## config.mk

```make
export PLATFORM = sky130hd
export DESIGN_NAME = alu_ctl_seq
export DESIGN_NICKNAME = d
export VERILOG_FILES = /design/src/rtl/alu_ctl_seq.sv
export SDC_FILE = /design/constraint.sdc
export NUM_CORES = 1
export LEC_CHECK = 0
export BUFFER_PORTS_ARGS = -buffer_cell sky130_fd_sc_hd__buf_2
export CAP_MARGIN = 20
export CORE_UTILIZATION = 29
export CTS_CLUSTER_DIAMETER = 80
export DETAILED_ROUTE_END_ITERATION = 8
export PLACE_DENSITY = 0.52
export SYNTH_ARGS = -nofsm -noshare
export SYNTH_HDL_FRONTEND = slang
export SYNTH_SLANG_ARGS = --single-unit
```

## constraint.sdc

```tcl
create_clock -name clk -period 5 [get_ports clk]
set_clock_uncertainty 0.05 [all_clocks]
set_input_delay 1 -clock clk [delete_from_list [all_inputs] [get_ports clk]]
set_output_delay 1 -clock clk [all_outputs]
set_load 0.02 [all_outputs]
```

## src/rtl/alu_ctl_seq.sv

```systemverilog
// ALU control unit: registered ALUOp/Funct decode plus an iterative multu/divu
// sequencer with busy/stall, HiLo write pulse and kill.
module alu_ctl_seq #(
    parameter int unsigned FUNCT_W    = 6,
    parameter int unsigned MUL_CYCLES = 32,
    parameter int unsigned DIV_CYCLES = 32,
    parameter int unsigned F_MULTU    = 25,
    parameter int unsigned F_DIVU     = 27,
    parameter logic [FUNCT_W-1:0] HILO_OP = FUNCT_W'(6'h3F),
    localparam int unsigned MAX_CYCLES = (MUL_CYCLES > DIV_CYCLES) ? MUL_CYCLES : DIV_CYCLES,
    localparam int unsigned CNT_W      = $clog2(MAX_CYCLES + 1)
) (
    input  logic               clk,
    input  logic               rst_n,
    input  logic               valid_in,
    input  logic               kill,
    input  logic [1:0]         ALUOp,
    input  logic [FUNCT_W-1:0] Funct,
    output logic [FUNCT_W-1:0] op_out,
    output logic               busy,
    output logic               stall,
    output logic               hilo_we,
    output logic [CNT_W-1:0]   iter
);

    localparam logic [FUNCT_W-1:0] OP_NOP   = '0;
    localparam logic [FUNCT_W-1:0] OP_ADD   = FUNCT_W'(32);
    localparam logic [FUNCT_W-1:0] OP_SUB   = FUNCT_W'(34);
    localparam logic [FUNCT_W-1:0] OP_MULTU = FUNCT_W'(F_MULTU);
    localparam logic [FUNCT_W-1:0] OP_DIVU  = FUNCT_W'(F_DIVU);
    localparam logic [CNT_W-1:0]   MUL_LAST = CNT_W'(MUL_CYCLES - 1);
    localparam logic [CNT_W-1:0]   DIV_LAST = CNT_W'(DIV_CYCLES - 1);

    typedef enum logic [1:0] {
        IDLE = 2'd0,
        MUL  = 2'd1,
        DIV  = 2'd2,
        DONE = 2'd3
    } state_t;

    state_t             state_q, state_d;
    logic [FUNCT_W-1:0] op_d;
    logic               busy_d;
    logic               hilo_we_d;
    logic [CNT_W-1:0]   iter_d;

    // State and registered outputs
    always_ff @(posedge clk or negedge rst_n) begin
        if (!rst_n) begin
            state_q <= IDLE;
            op_out  <= '0;
            busy    <= 1'b0;
            stall   <= 1'b0;
            hilo_we <= 1'b0;
            iter    <= '0;
        end else begin
            state_q <= state_d;
            op_out  <= op_d;
            busy    <= busy_d;
            stall   <= busy_d;
            hilo_we <= hilo_we_d;
            iter    <= iter_d;
        end
    end

    // Next state and next output values; DONE decodes like IDLE so ops can chain
    always_comb begin
        state_d   = state_q;
        op_d      = OP_NOP;
        hilo_we_d = 1'b0;
        iter_d    = '0;

        if (kill) begin
            state_d = IDLE;
        end else begin
            unique case (state_q)
                IDLE, DONE: begin
                    state_d = IDLE;
                    if (valid_in) begin
                        unique case (ALUOp)
                            2'b00: op_d = OP_ADD;
                            2'b01: op_d = OP_SUB;
                            2'b10: begin
                                op_d = Funct;
                                if (Funct == OP_MULTU) begin
                                    state_d = MUL;
                                end else if (Funct == OP_DIVU) begin
                                    state_d = DIV;
                                end
                            end
                            default: op_d = OP_NOP;
                        endcase
                    end
                end
                MUL: begin
                    if (iter == MUL_LAST) begin
                        state_d   = DONE;
                        op_d      = HILO_OP;
                        hilo_we_d = 1'b1;
                    end else begin
                        op_d   = OP_MULTU;
                        iter_d = iter + CNT_W'(1);
                    end
                end
                DIV: begin
                    if (iter == DIV_LAST) begin
                        state_d   = DONE;
                        op_d      = HILO_OP;
                        hilo_we_d = 1'b1;
                    end else begin
                        op_d   = OP_DIVU;
                        iter_d = iter + CNT_W'(1);
                    end
                end
                default: state_d = IDLE;
            endcase
        end
    end

    assign busy_d = (state_d != IDLE);

endmodule

```

==> flow_summary.json, run 1 <==
{
  "place_congestion": 0.749,
  "grt_util_all_layers_pct": 12.8,
  "finalSetupViolCount": 0,
  "coreArea_mm2": 0.00248,
  "cts_max_level": 1,
  "fin_hold_ws_ps": 467,
  "start_kind": "flop",
  "place_ws_ps": 2900,
  "ir_drop_mv": 0.107,
  "clk_pin_slew_worst_paths_ps": 90,
  "hpwl_um": 1230,
  "yosys_warnings": 0,
  "die_h_um": 53.3,
  "synth_largest_area_cell": "dfrtp_1",
  "clkSinkCount": 16,
  "grt_pass1_wl_um": 2530,
  "drt_iter0_markers": 5,
  "syn_avg_cell_area_um2": 10.6,
  "place_area_um2": 908,
  "io-pin-count": 27,
  "max_freq_mhz": 504,
  "grt.overflow.total": 0,
  "cts_tree": "done",
  "maxSlewViolCount": 0,
  "slew_headroom_pct": 69.2,
  "layout.nets": 115,
  "synthCells": 72,
  "drc": 0,
  "synth_top_area_share_pct": 52.5,
  "route.vias.total": 643,
  "synth.area.top_cells": "dfrtp_1, ha_1, nor2_1",
  "final_area_um2": 945,
  "die_x_um": 53.3,
  "hold_class": "flop to flop",
  "synthesis.area_um2": 763,
  "synth_cell_types": 31,
  "status": "finished clean",
  "die-area_mm2": 0.00284,
  "yosys_register_bits": 16,
  "ant_nets": 0,
  "cp_max_fo": 5,
  "root_buffer": "clkbuf_4",
  "first_pass_iters": 4,
  "areaGrowthSynthToFinish_pct": 23.8,
  "antenna_cells": 0,
  "grt_max_degree": 17,
  "cts_setup_buffers": 0,
  "drv_cap": 0,
  "powerDensity_mw_per_mm2": 244,
  "cts_resized": 0,
  "endpoint_kind": "primary output",
  "required_ps": 3950,
  "worst_slack_ps": 3020,
  "fin_crit_ps": 1980,
  "period_share_pct": 39.7,
  "viasPerCell": 4.98,
  "grt_pass1_vias": 589,
  "routed_wl_um": 1550,
  "rows": 18,
  "drive_above_1_share_pct": 34.3,
  "path_cells": "buf_2",
  "critPathTopFamily": "flip-flops",
  "tightest_slew_ps": 458,
  "clock_latency_ps": 280,
  "start_util_pct": 30.8,
  "cts_hold_buf": 0,
  "synth_fp_nets": 87,
  "antenna_found_initial": 0,
  "cts_buffer_depth": 2,
  "slowest_delay_ps": 450,
  "rsz0062_at_grt": "false",
  "fin_total_pwr_uw": 230,
  "crit_arrival_ps": 930,
  "portBuffers": 26,
  "setup_tns_ps": 0,
  "p_leak_uw": 0.000488,
  "routedWlPerCell_um": 12.0,
  "seq_area_frac_synth_pct": 52.5,
  "worst-path-buf-inv": 1,
  "worst-setup-path-type": "flop to primary output",
  "cts_buffers": 3,
  "crit_slowest_cell": "dfrtp_1",
  "hold_viol_final": 0
}
-- cells in the mapped netlist, drive strengths merged --
cell type  instances
nand3              2
buf                2
a211oi             2
xnor2              1
and3               2
nand4              1
xor2               3
a221oi             1
nor3               2
nand2              3
ha                 3
or2                1
a31oi              2
a41oi              1
nand4b             1
a311o              1
nor4               3
and3b              1
dfrtp             16
a21oi              3
nand3b             1
clkbuf             1
o21ai              1
nor2              11
inv                4
a311oi             1
a31o               1
nor4bb             1
-- metrics by stage --
stage                     cells  util [%]
after floorplan              72         -
after global placement      125      36.7
after detailed placement    125      36.7
after CTS                   129      38.1
after global routing        129      38.1
final                       129      38.1
-- final timing paths --
kind | endpoint | start | cells past startpoint | slack, ps
worst max-delay path | iter[5] | iter[5]$_DFF_PN0_ | 1 | 3020
worst min-delay path | iter[0]$_DFF_PN0_ | iter[0]$_DFF_PN0_ | 1 | 470
max in group asynchronous | iter[1]$_DFF_PN0_ | rst_n | 1 | 4080
worst max register to register | stall$_DFF_PN0_ | state_q[0]$_DFF_PN0_ | 5 | 3140
min in group asynchronous | iter[2]$_DFF_PN0_ | rst_n | 1 | 560
worst min register to register | iter[0]$_DFF_PN0_ | iter[0]$_DFF_PN0_ | 1 | 470
-- placed cells by master (no fill, tap or decap), drive strengths merged, types with 2 or more instances in the layout --
cell type,Yosys,layout
buf,2,26
dfrtp,16,16
nor2,11,11
inv,4,4
clkbuf,1,4
nor4,3,3
xor2,3,3
nand2,3,3
ha,3,3
a21oi,3,3
nand3,2,2
a31oi,2,2
a211oi,2,2
and3,2,2
nor3,2,2
-- flip-flops by register name (all words and copies together), names as in the netlist --
signal   flops
iter         6
op_out       6
hilo_we      1
state_q      2
stall        1
-- logic make-up after synthesis --
logic type,synth area share [%]
simple gates,20.5
flops,52.5
compound gates,12.6
buf+inv,4.92
xor+xnor,4.59
fa+ha+maj,4.92
-- routing by layer --
layer / vias to the layer above / wire length (um) / global-route usage (%)
li1: 317 / - / -
met4: 0 / 28 / 7.89
met2: 26 / 644 / 18.5
met3: 4 / 90 / 2.59
met1: 296 / 787 / 17.1
met5: - / 0 / 0
-- power breakdown --
part	switching (uW)	internal, uW
Combinational	10.8	6.63
Clock	37.7	44.3
Sequential	0.368	131
Total	48.8	182
-- cell type report --
type | count | area [um^2]
Inverter | 4 | 15.0
Sequential cell | 16 | 400
Multi-Input combinational cell | 49 | 325
Fill cell | 272 | 1530
Timing Repair Buffer | 26 | 130
Clock buffer | 4 | 36.3
Tap cell | 30 | 37.5
Note: power is estimated with default switching activity, not from simulation.
==> run 2, diff against run 1 <==
PLACE_DENSITY = 0.54   (was 0.52)
clock period = 1.69 ns   (was 5 ns; I/O delays follow)
==> run 2 against run 1 <==
Critical endpoint is now stall$_DFF_PN0_. Combinational power rose to 3.2 times the previous value. Non-clock buffer count up 4. Largest power group unchanged. Utilization rose by 2.2 points. Critical path depth grew 3. Clock power grew to 3.0 times the previous value. Setup slack got worse by 2900 ps. Register-to-register slack worse by 3000 ps. Clock-buffer cell count did not move. Critical path type is now flop to flop. Worst hold slack worse by 220 ps.
==> flow_summary.json, run 2 (synthesized netlist as in run 1, its figures left out) <==
{
  "status": "finished clean",
  "p_leak_uw": 0.000508,
  "die_x_um": 53.3,
  "share_clk_of_total_power_pct": 35.8,
  "antenna_cells": 0,
  "drive_above_1_share_pct": 39.8,
  "clock_latency_ps": 280,
  "fin_crit_ps": 1580,
  "antenna_found_initial": 0,
  "grt_util_all_layers_pct": 14.1,
  "layout.nets": 119,
  "critPathCapture": "stall$_DFF_PN0_",
  "drv_cap": 0,
  "grt_max_degree": 17,
  "ant_nets": 0,
  "worst-path-buf-inv": 0,
  "required_ps": 1850,
  "drt_iter0_markers": 10,
  "rsz0062_at_grt": "true",
  "endpoint_kind": "flop",
  "reg.largest.list": "iter: 6 flops, op_out: 6 flops, state_q: 2 flops",
  "finalSetupViolCount": 0,
  "start_util_pct": 30.8,
  "cts_setup_buffers": 0,
  "p_int_uw": 539,
  "cts_buffer_depth": 2,
  "io-pin-count": 27,
  "hold_class": "primary input to flop",
  "die_h_um": 53.3,
  "place_ws_ps": 49.8,
  "crit_slowest_cell": "dfrtp_1",
  "areaGrowthSynthToFinish_pct": 31.0,
  "r2r_end": "stall$_DFF_PN0_",
  "root_buffer": "clkbuf_4",
  "cp_max_fo": 5,
  "cts_tree": "done",
  "hpwl_um": 1310,
  "worst-setup-path-type": "flop to flop",
  "coreArea_mm2": 0.00248,
  "routedWlPerCell_um": 13.1,
  "crit_start": "state_q[1]$_DFF_PN0_",
  "grt_pass1_vias": 635,
  "portBuffers": 26,
  "first_pass_iters": 4,
  "start_kind": "flop",
  "worst_slack_ps": 107,
  "critPathTopFamily": "compound AO/OA/AOI/OAI gates",
  "num-fill-cells": 254,
  "place_area_um2": 931,
  "hold_viol_final": 0,
  "clk_pin_slew_worst_paths_ps": 90,
  "grt_pass1_wl_um": 2840,
  "grt.overflow.total": 0,
  "r2r_setup_slack_ps": 110,
  "layout_common_cells": "buf_2, dfrtp_1, nor2_1",
  "cts_max_level": 1,
  "p_comb_share_pct": 8.0,
  "tightest_slew_ps": 351,
  "p_sw_uw": 150,
  "maxSlewViolCount": 0,
  "seqPwrFrac_pct": 56.2,
  "slowest_delay_ps": 440,
  "die-area_mm2": 0.00284,
  "powerDensity_mw_per_mm2": 690,
  "min_from": "Funct[3]",
  "crit_arrival_ps": 1740,
  "final_common_cell": "buf_2",
  "path_depth": 4,
  "final_area_um2": 1000,
  "reg2reg_depth": 4,
  "clkSinkCount": 16,
  "routed_wl_um": 1740,
  "max_freq_mhz": 632,
  "path_cells": "ha_4 > or2_4 > a311o_1 > a21oi_2",
  "p_sw_share_pct": 21.8,
  "period_share_pct": 93.7,
  "slew_headroom_pct": 76.3,
  "drc": 0,
  "viasPerCell": 4.92,
  "rows": 18,
  "r2r-start": "state_q[1]$_DFF_PN0_",
  "route.vias.total": 655,
  "place_congestion": 0.812,
  "cts_buffers": 3,
  "ir_drop_mv": 0.326
}
run 2: cell types whose count changed in the layout (fill, tap and decap cells not counted), sizes merged:
cell | before | now
buf | 26 | 29
dlygate4sd3 | 0 | 1
run 2: timing repair:
action / CTS / global route
hold buffers: 1 / 0
endpoints found under the setup margin: 0 / 7
resized for setup: 0 / 6
hold endpoints to repair: 16 / 0
run 2: per-layer routing:
metal  share of wire (%)  wire length (um)  vias up  global-route usage, %
met5                   0                 0        -                      0
met3                 4.9                85        2                   2.59
met1                  48               830      315                   17.1
met4                0.75                13        0                   5.26
met2                  47               808       16                   24.2
li1                    -                 -      322                      -
run 2: how the worst min path moves through the flow:
stage,depth (start not counted),endpoint
after floorplan,0,hilo_we$_DFF_PN0_
after global placement,1,op_out[5]$_DFF_PN0_
after detailed placement,1,op_out[2]$_DFF_PN0_
after CTS,3,op_out[3]$_DFF_PN0_
after global routing,3,op_out[3]$_DFF_PN0_
final,3,op_out[3]$_DFF_PN0_
run 2: power groups by stage:
| stage | logic [uW] | clock network [uW] | registers (uW) |
|---|---|---|---|
| CTS | 55.3 | 260 | 388 |
| detailed placement | 53.6 | 0 | 395 |
| finish | 55.2 | 247 | 387 |
| global route | 62.8 | 275 | 388 |
| global placement | 52.8 | 0 | 395 |
| floorplan | 18.0 | 0 | 401 |
run 2: stage by stage:
| step | TNS [ps] | total power (uW) | utilization (%) | cells | hold slack, ps |
|---|---|---|---|---|---|
| floorplan | 0 | 419 | - | 72 | -7.59 |
| finish | 0 | 689 | 40.4 | 133 | 251 |
| detailed placement | 0 | 449 | 37.6 | 128 | 224 |
| global placement | 0 | 448 | 37.6 | 128 | 218 |
| CTS | 0 | 702 | 39.4 | 133 | 240 |
| global route | -3.21 | 726 | 40.4 | 133 | 250 |
run 2: area by class of cell:
class,count,area [um^2],area share [%]
sequential,16,400,40.1
multi-input combinational,49,348,34.8
timing repair buffer,30,163,16.3
tap,30,37.5,3.75
clock buffer,4,36.3,3.63
inverter,4,15.0,1.50
run 2: tightest hold or removal path, cell delays in order:
cell and delay (ps):
buf_2 100, nand2_1 50, a21oi_1 50
